## src/rtl/div_pkg.sv

```systemverilog
// Shared encodings and helpers for the multi-cycle divider.
package div_pkg;

  typedef enum logic [1:0] {
    DivFree   = 2'b00,
    DivByZero = 2'b01,
    DivOn     = 2'b10,
    DivEnd    = 2'b11
  } div_state_t;

  localparam logic RstEnable         = 1'b1;
  localparam logic DivResultReady    = 1'b1;
  localparam logic DivResultNotReady = 1'b0;
  localparam logic DivStart          = 1'b1;
  localparam logic DivStop           = 1'b0;
  localparam int   DoubleRegBus      = 64;

  function automatic logic [31:0] neg32(input logic [31:0] v);
    return ~v + 32'd1;
  endfunction

endpackage

```

## src/rtl/div.sv

```systemverilog
// Restoring radix-2 divider, one quotient bit per cycle.
// Result packs {remainder, quotient} for the HI/LO pair.
module div
  import div_pkg::*;
(
  input  logic                    clk,
  input  logic                    rst,
  input  logic                    signed_div_i,
  input  logic [31:0]             opdata1_i,
  input  logic [31:0]             opdata2_i,
  input  logic                    start_i,
  input  logic                    annul_i,
  output logic [DoubleRegBus-1:0] result_o,
  output logic                    ready_o
);

  div_state_t  state;
  logic [5:0]  cnt;
  logic [64:0] work;
  logic [31:0] divisor;
  logic        neg_q;
  logic        neg_r;

  logic [31:0] op1_abs;
  logic [31:0] op2_abs;
  logic [32:0] diff;
  logic [31:0] quot;
  logic [31:0] rem;

  assign op1_abs = (signed_div_i && opdata1_i[31]) ? neg32(opdata1_i) : opdata1_i;
  assign op2_abs = (signed_div_i && opdata2_i[31]) ? neg32(opdata2_i) : opdata2_i;

  // Bit 32 set means the trial subtraction borrowed: keep the old remainder.
  assign diff = {1'b0, work[63:32]} - {1'b0, divisor};

  assign quot = neg_q ? neg32(work[31:0])  : work[31:0];
  assign rem  = neg_r ? neg32(work[64:33]) : work[64:33];

  always_ff @(posedge clk) begin
    if (rst == RstEnable) begin
      state    <= DivFree;
      cnt      <= '0;
      work     <= '0;
      divisor  <= '0;
      neg_q    <= 1'b0;
      neg_r    <= 1'b0;
      result_o <= '0;
      ready_o  <= DivResultNotReady;
    end else begin
      unique case (state)
        DivFree: begin
          result_o <= '0;
          ready_o  <= DivResultNotReady;
          if (start_i == DivStart && !annul_i) begin
            if (opdata2_i == 32'd0) begin
              state <= DivByZero;
            end else begin
              state   <= DivOn;
              cnt     <= '0;
              work    <= {32'd0, op1_abs, 1'b0};
              divisor <= op2_abs;
              neg_q   <= signed_div_i & (opdata1_i[31] ^ opdata2_i[31]);
              neg_r   <= signed_div_i & opdata1_i[31];
            end
          end
        end
        DivByZero: begin
          if (annul_i) begin
            state    <= DivFree;
            result_o <= '0;
            ready_o  <= DivResultNotReady;
          end else begin
            state    <= DivEnd;
            work     <= '0;
            result_o <= '0;
            ready_o  <= DivResultReady;
          end
        end
        DivOn: begin
          if (annul_i) begin
            state    <= DivFree;
            result_o <= '0;
            ready_o  <= DivResultNotReady;
          end else if (cnt != 6'd32) begin
            if (diff[32]) begin
              work <= {work[63:0], 1'b0};
            end else begin
              work <= {diff[31:0], work[31:0], 1'b1};
            end
            cnt <= cnt + 6'd1;
          end else begin
            state    <= DivEnd;
            cnt      <= '0;
            result_o <= {rem, quot};
            ready_o  <= DivResultReady;
          end
        end
        DivEnd: begin
          if (start_i == DivStop) begin
            state    <= DivFree;
            result_o <= '0;
            ready_o  <= DivResultNotReady;
          end
        end
      endcase
    end
  end

endmodule
```

## config.mk

```make
export PLATFORM = sky130hd
export DESIGN_NAME = div
export DESIGN_NICKNAME = d
export VERILOG_FILES = /design/src/rtl/div_pkg.sv /design/src/rtl/div.sv
export SDC_FILE = /design/constraint.sdc
export NUM_CORES = 1
export LEC_CHECK = 0
export CORE_MARGIN = 3
export CORE_UTILIZATION = 55
export CTS_CLUSTER_DIAMETER = 100
export DETAILED_ROUTE_END_ITERATION = 10
export PLACE_DENSITY_LB_ADDON = 0.05
export SYNTH_ARGS = -nofsm -noshare
export SYNTH_HDL_FRONTEND = slang
export SYNTH_SLANG_ARGS = --single-unit
```

## constraint.sdc

```tcl
create_clock -name clk -period 8.2 [get_ports clk]
set_input_delay 1.23 -clock clk [delete_from_list [all_inputs] [get_ports clk]]
set_output_delay 1.23 -clock clk [all_outputs]
set_load 0.03 [all_outputs]
```

* Word level (Yosys, flattened, before mapping)
Cells that the tools add are included.
Cells by class: add/sub/neg operators 6, reduce and logical (&&, ||, !) cells 14, div/mod/pow operators 0, eq/ne operators 11, shifts and indexed selects 0, multiply operators 0, order comparisons 0, bitwise gates (word level) 8, mux-type cells 32
Operators with widths (number):
- $mux W65 | 6
- $pmux W65 S3 | 1
- $mux W64 | 3
- $pmux W64 S3 | 1
- $add A32 B1 Y32 const B | 4
- $mux W32 | 4
- $not A32 Y32 | 4
- $sub A32 B32 Y33 | 1
- $logic_not A32 Y1 | 1
- $mux W6 | 4
- $mux W2 | 6
- $ne A2 B2 Y1 const B | 6
- $pmux W6 S2 | 1
- $pmux W2 S4 | 1
- $add A6 B1 Y6 const B | 1
- $ne A6 B6 Y1 const B | 1
- $reduce_and A3 Y1 | 2
- $reduce_and A6 Y1 | 1
- $eq A2 B2 Y1 const B | 2
- $mux W1 | 4
- $pmux W1 S4 | 1
- $reduce_and A4 Y1 | 1
- $logic_and A1 B1 Y1 | 3
- $ne A3 B3 Y1 const B | 1
- other kinds (10) | 11
Storage, ports and cells: register bits after elaboration 172, bits in writable memories 0, output and inout port bits 65, memories 0, bits in latches 0, word-level logic and storage cells 79, ROM bits 0

* Logic depth before layout (Yosys ltp)
word-level depth 6, gate-level depth with buffers 14

* Worst setup path before layout
No wires, ideal clock.
path kind input port to flip-flop, start input opdata1_i[9], end register work[27], arrival time 3633 ps, path slack 4430 ps, path buffers 1, stages 8, data required time 8063 ps, path through or4_1 > or4b_1 > clkbuf_1 > o31ai_2 > o21ai_0 > or3_1 > a32oi_1 > a211oi_1
Between the ends: word-level cells in the longest chain between the ends 6
RTL lines:
- start, declared | RTL line div.sv:9 | input logic [31:0] opdata1_i,
- $not A32 Y32 | RTL line div_pkg.sv:19 | return ~v + 32'd1;
- $add A32 B1 Y32 | RTL line div_pkg.sv:19
- $mux W32 | RTL line div.sv:30 | assign op1_abs = (signed_div_i && opdata1_i[31]) ? neg32(opdata1_i) : opdata1_i;
- $mux W65 | RTL line div.sv:55 | if (opdata2_i == 32'd0) begin
- $mux W65 | RTL line div.sv:54 | if (start_i == DivStart && !annul_i) begin
- $pmux W65 S3 | RTL line div.sv:50 | unique case (state)
- end signal, assigned | RTL line div.sv:60 | work <= {32'd0, op1_abs, 1'b0};
- end signal, assigned | RTL line div.sv:86 | work <= {work[63:0], 1'b0};
- end signal, assigned | RTL line div.sv:88 | work <= {diff[31:0], work[31:0], 1'b1};
- end, declared | RTL line div.sv:19 | logic [64:0] work;
No other way between the ends. The select of a mux whose other input is x is not followed. A chain may end at the register's enable or synchronous reset.

* Worst setup path in the final report
start input opdata2_i[11], end register divisor[24]
Between the ends: word-level cells in the longest chain between the ends 3
RTL lines:
- start, declared | RTL line div.sv:10 | input logic [31:0] opdata2_i,
- $not A32 Y32 or $logic_not A32 Y1 (tied branches) | RTL line div_pkg.sv:19, div.sv:55
- $add A32 B1 Y32 or $not A1 Y1 (tied branches)
- $mux W32 or $reduce_and A3 Y1 (tied branches)
- end signal, assigned | RTL line div.sv:61 | divisor <= op2_abs;
- end, declared | RTL line div.sv:20 | logic [31:0] divisor;
Parallel ways exist; a longest one is shown, timed or not.

==> metrics <==
RR Startpoint=work[49]; Clock Latency Late Sink=0.43 ns; CP max FO=37; Yosys cell types=66; WS Path Type=primary input to flop; syn nets=1501; share of post-route cells with drive strength above 1=0.04079; CTS clk-pin slew, worst paths=0.07 ns; clk buf depth=2; Tightest Pin Transition=1.199 ns; max-cap violation count=0; power per cell area=259.4 nW/um2; reg-to-reg endpoint=work[40]; vias post-DR=9985; I/O Buffers=133; register-to-register setup slack=4.48 ns; setup bufs post-CTS=0; sw frac=0.4199; Multi-input gate area=6750 um2; All-Layer GR Usage=0.2541; CP Launch Type=primary input; Sink Count=172; synthesis-to-layout area growth=18.53%; first-pass GRT wire length=45.26 mm; Lkg Pwr=4.711 nW; CP Buf/Inv Count=1; Initial Utilization=0.5655; I/O pin count=134; hold_sp=result_o[31]; Std-Cell Rows=50; GRT overflow=0; largest net degree at the start of global routing=93; Wirelength per Cell=15.92 um; Tcrit/Tclk final=0.5272; fill count=1686; die area=21200 um2; Critical Path End Type=flop; unrepaired setup endpoints after global routing=no; Layout Utilization=0.6704; final setup fails=0; Comb power frac=0.406; antenna violations before repair=0; core area=18960 um2; height of the die=145.6 um; critical path's largest stage delay=0.88 ns; switching power=0.001384 W; Post-CTS Hold Fix Bufs=0; asr flop ratio synth=0; Arrival @ worst endpoint=4.66 ns; DRC=0; Max VDD drop=0.0001800 V; cts repair resizes=0; Post-DP HPWL=20.67 mm; Max Freq=231.3 MHz; status=finished, final reports clean; clock skew=0.008488 ns; critical path's top delay family=simple AND/OR/NAND/NOR gates; vias per cell=5.768; Clock Tree Root=clkbuf_16; Synth Flop Type=dfxtp_1; CTS tree=built; worst hold slack=0.4488 ns; hold path cells=2; Avg Cell Area, Syn=7.729 um2; Final Max Tran Viols=0; post-synthesis instance total=1387; Slew HR=0.1985; Seq pwr share=0.344; antenna cells=0; CP Data Required Time=8.53 ns; post-route ant nets=0; post-layout min period=4.323 ns; CP most frequent cell=nand3_1; crit path cell chain=clkdlybuf4s50_1 > or3_1 > or4_1 > nor4_2 > nand3_1 > nand3_1 > nor2_1 > a211oi_1; Cell Int Power=0.001912 W; reg2reg path depth=10; nets@finish=1572; commonest non-fill, non-tap cell in the layout=dfxtp_1; H-Tree Depth=4; Seq/Total Area, Yosys=0.3212; Reg area=3443 um2; Final GP Congestion=0.9062; Final WS setup=3.877 ns; EDFF count, synth=0; Synth Cell Area=10720 um2; first-pass detailed-route iteration total=5; Final TNS setup=0 ns; CP max-delay cell=nand3_1; Hold Vio Cnt, Final=0; pre-CTS setup slack=3.414 ns; WL final=27.57 mm; vias in the first global route=8620; clock share of power=0.250; Hold Crit Class=flop to flop; synth warn=0; Yosys reg bits=172; DR iter-0 viols=893; Die X-Extent=145.6 um; Inserted Clock Buffers=17; hold endpoint=result_o[31]; most frequent cells in the layout=172 x dfxtp_1, 163 x nor2_1, 140 x o21ai_0, 132 x clkdlybuf4s50_1, 129 x nand2_1
==> power by group through the flow <==
stage | combinational [W] | clock (W) | sequential [W]
6_report | 0.00134 | 0.000823 | 0.00114
3_3_place_gp | 0.00130 | 0 | 0.00114
3_5_place_dp | 0.00131 | 0 | 0.00115
4_1_cts | 0.00132 | 0.000836 | 0.00113
2_1_floorplan | 0.00102 | 0 | 0.00110
5_1_grt | 0.00149 | 0.000865 | 0.00115
==> cell type report <==
class | count | area share
Clock buffer | 17 | 0.03348
Timing Repair Buffer | 140 | 0.1087
Multi-Input combinational cell | 1074 | 0.5312
Sequential cell | 172 | 0.2710
Tap cell | 260 | 0.02560
Inverter | 53 | 0.01566
Clock inverter | 15 | 0.01438
==> sequential cells by signal, indices dropped and copies added (netlist names) <==
register,count
neg_q,1
ready_o,1
neg_r,1
work,65
divisor,32
cnt,6
state,2
result_o,64
==> worst max-delay path by stage <==
stage | start | endpoint | cells past startpoint
final | opdata2_i[11] | divisor[24] | 8
after global routing | opdata2_i[0] | divisor[12] | 10
after CTS | opdata2_i[11] | divisor[2] | 8
after detailed placement | opdata2_i[11] | divisor[2] | 8
after global placement | opdata2_i[11] | divisor[2] | 8
after floorplan | opdata1_i[9] | work[27] | 8
==> worst reg2reg max path, delay by kind of cell (launching register included) <==
family,cells,cell delay [ns]
compound gates,8,2.62
fa+ha+maj,1,0.37
flops,1,0.49
simple gates,1,0.13
==> synthesized netlist by cell type (10+ instances only) <==
cell type	count	share of area
a22oi_1	41	0.029
a21o_1	13	0.0091
xor2_1	72	0.059
or3_1	19	0.011
nand2b_1	17	0.0099
o31ai_1	21	0.015
or4_1	13	0.0091
inv_1	52	0.018
a31oi_1	14	0.0082
a211oi_1	39	0.027
clkbuf_1	84	0.029
xnor2_1	77	0.063
ha_1	44	0.051
nand3_1	20	0.0093
dfxtp_1	172	0.32
a21oi_1	77	0.036
nand4_1	10	0.0058
nor3_1	25	0.012
a32oi_1	11	0.0090
o21ai_0	141	0.066
nor2_1	164	0.057
o41ai_1	16	0.013
nor4_1	11	0.0064
nand2_1	129	0.045
==> metrics by stage <==
step / area (um2) / total power, W / cells
3_3_place_gp: 12100 / 0.002437 / 1699
2_1_floorplan: 10720 / 0.002119 / 1387
5_1_grt: 12710 / 0.003508 / 1731
4_1_cts: 12710 / 0.003286 / 1731
3_5_place_dp: 12100 / 0.002458 / 1699
6_report: 12710 / 0.003296 / 1731
==> logic make-up (layout without fill, tap and decap cells) <==
kind of cell / after synthesis / after routing / synth area share
and+or+nand+nor: 449 / 449 / 0.1942
AOI/OAI and AO/OA: 425 / 425 / 0.2534
DFF: 172 / 172 / 0.3212
xor gates and xnor gates: 149 / 149 / 0.1217
buffers and inverters: 141 / 225 / 0.05042
adders and majority gates: 45 / 45 / 0.05322
muxes: 6 / 6 / 0.005836
==> metal layers <==
| metal | track usage | wire length (um) | vias to the layer above |
|---|---|---|---|
| met5 | 0 | 0 | - |
| met4 | 0.05508 | 260 | 0 |
| met1 | 0.4192 | 14680 | 4484 |
| met3 | 0.04983 | 2145 | 22 |
| met2 | 0.3333 | 10480 | 380 |
| li1 | - | - | 5099 |
Power figures use the tool's default switching activity.
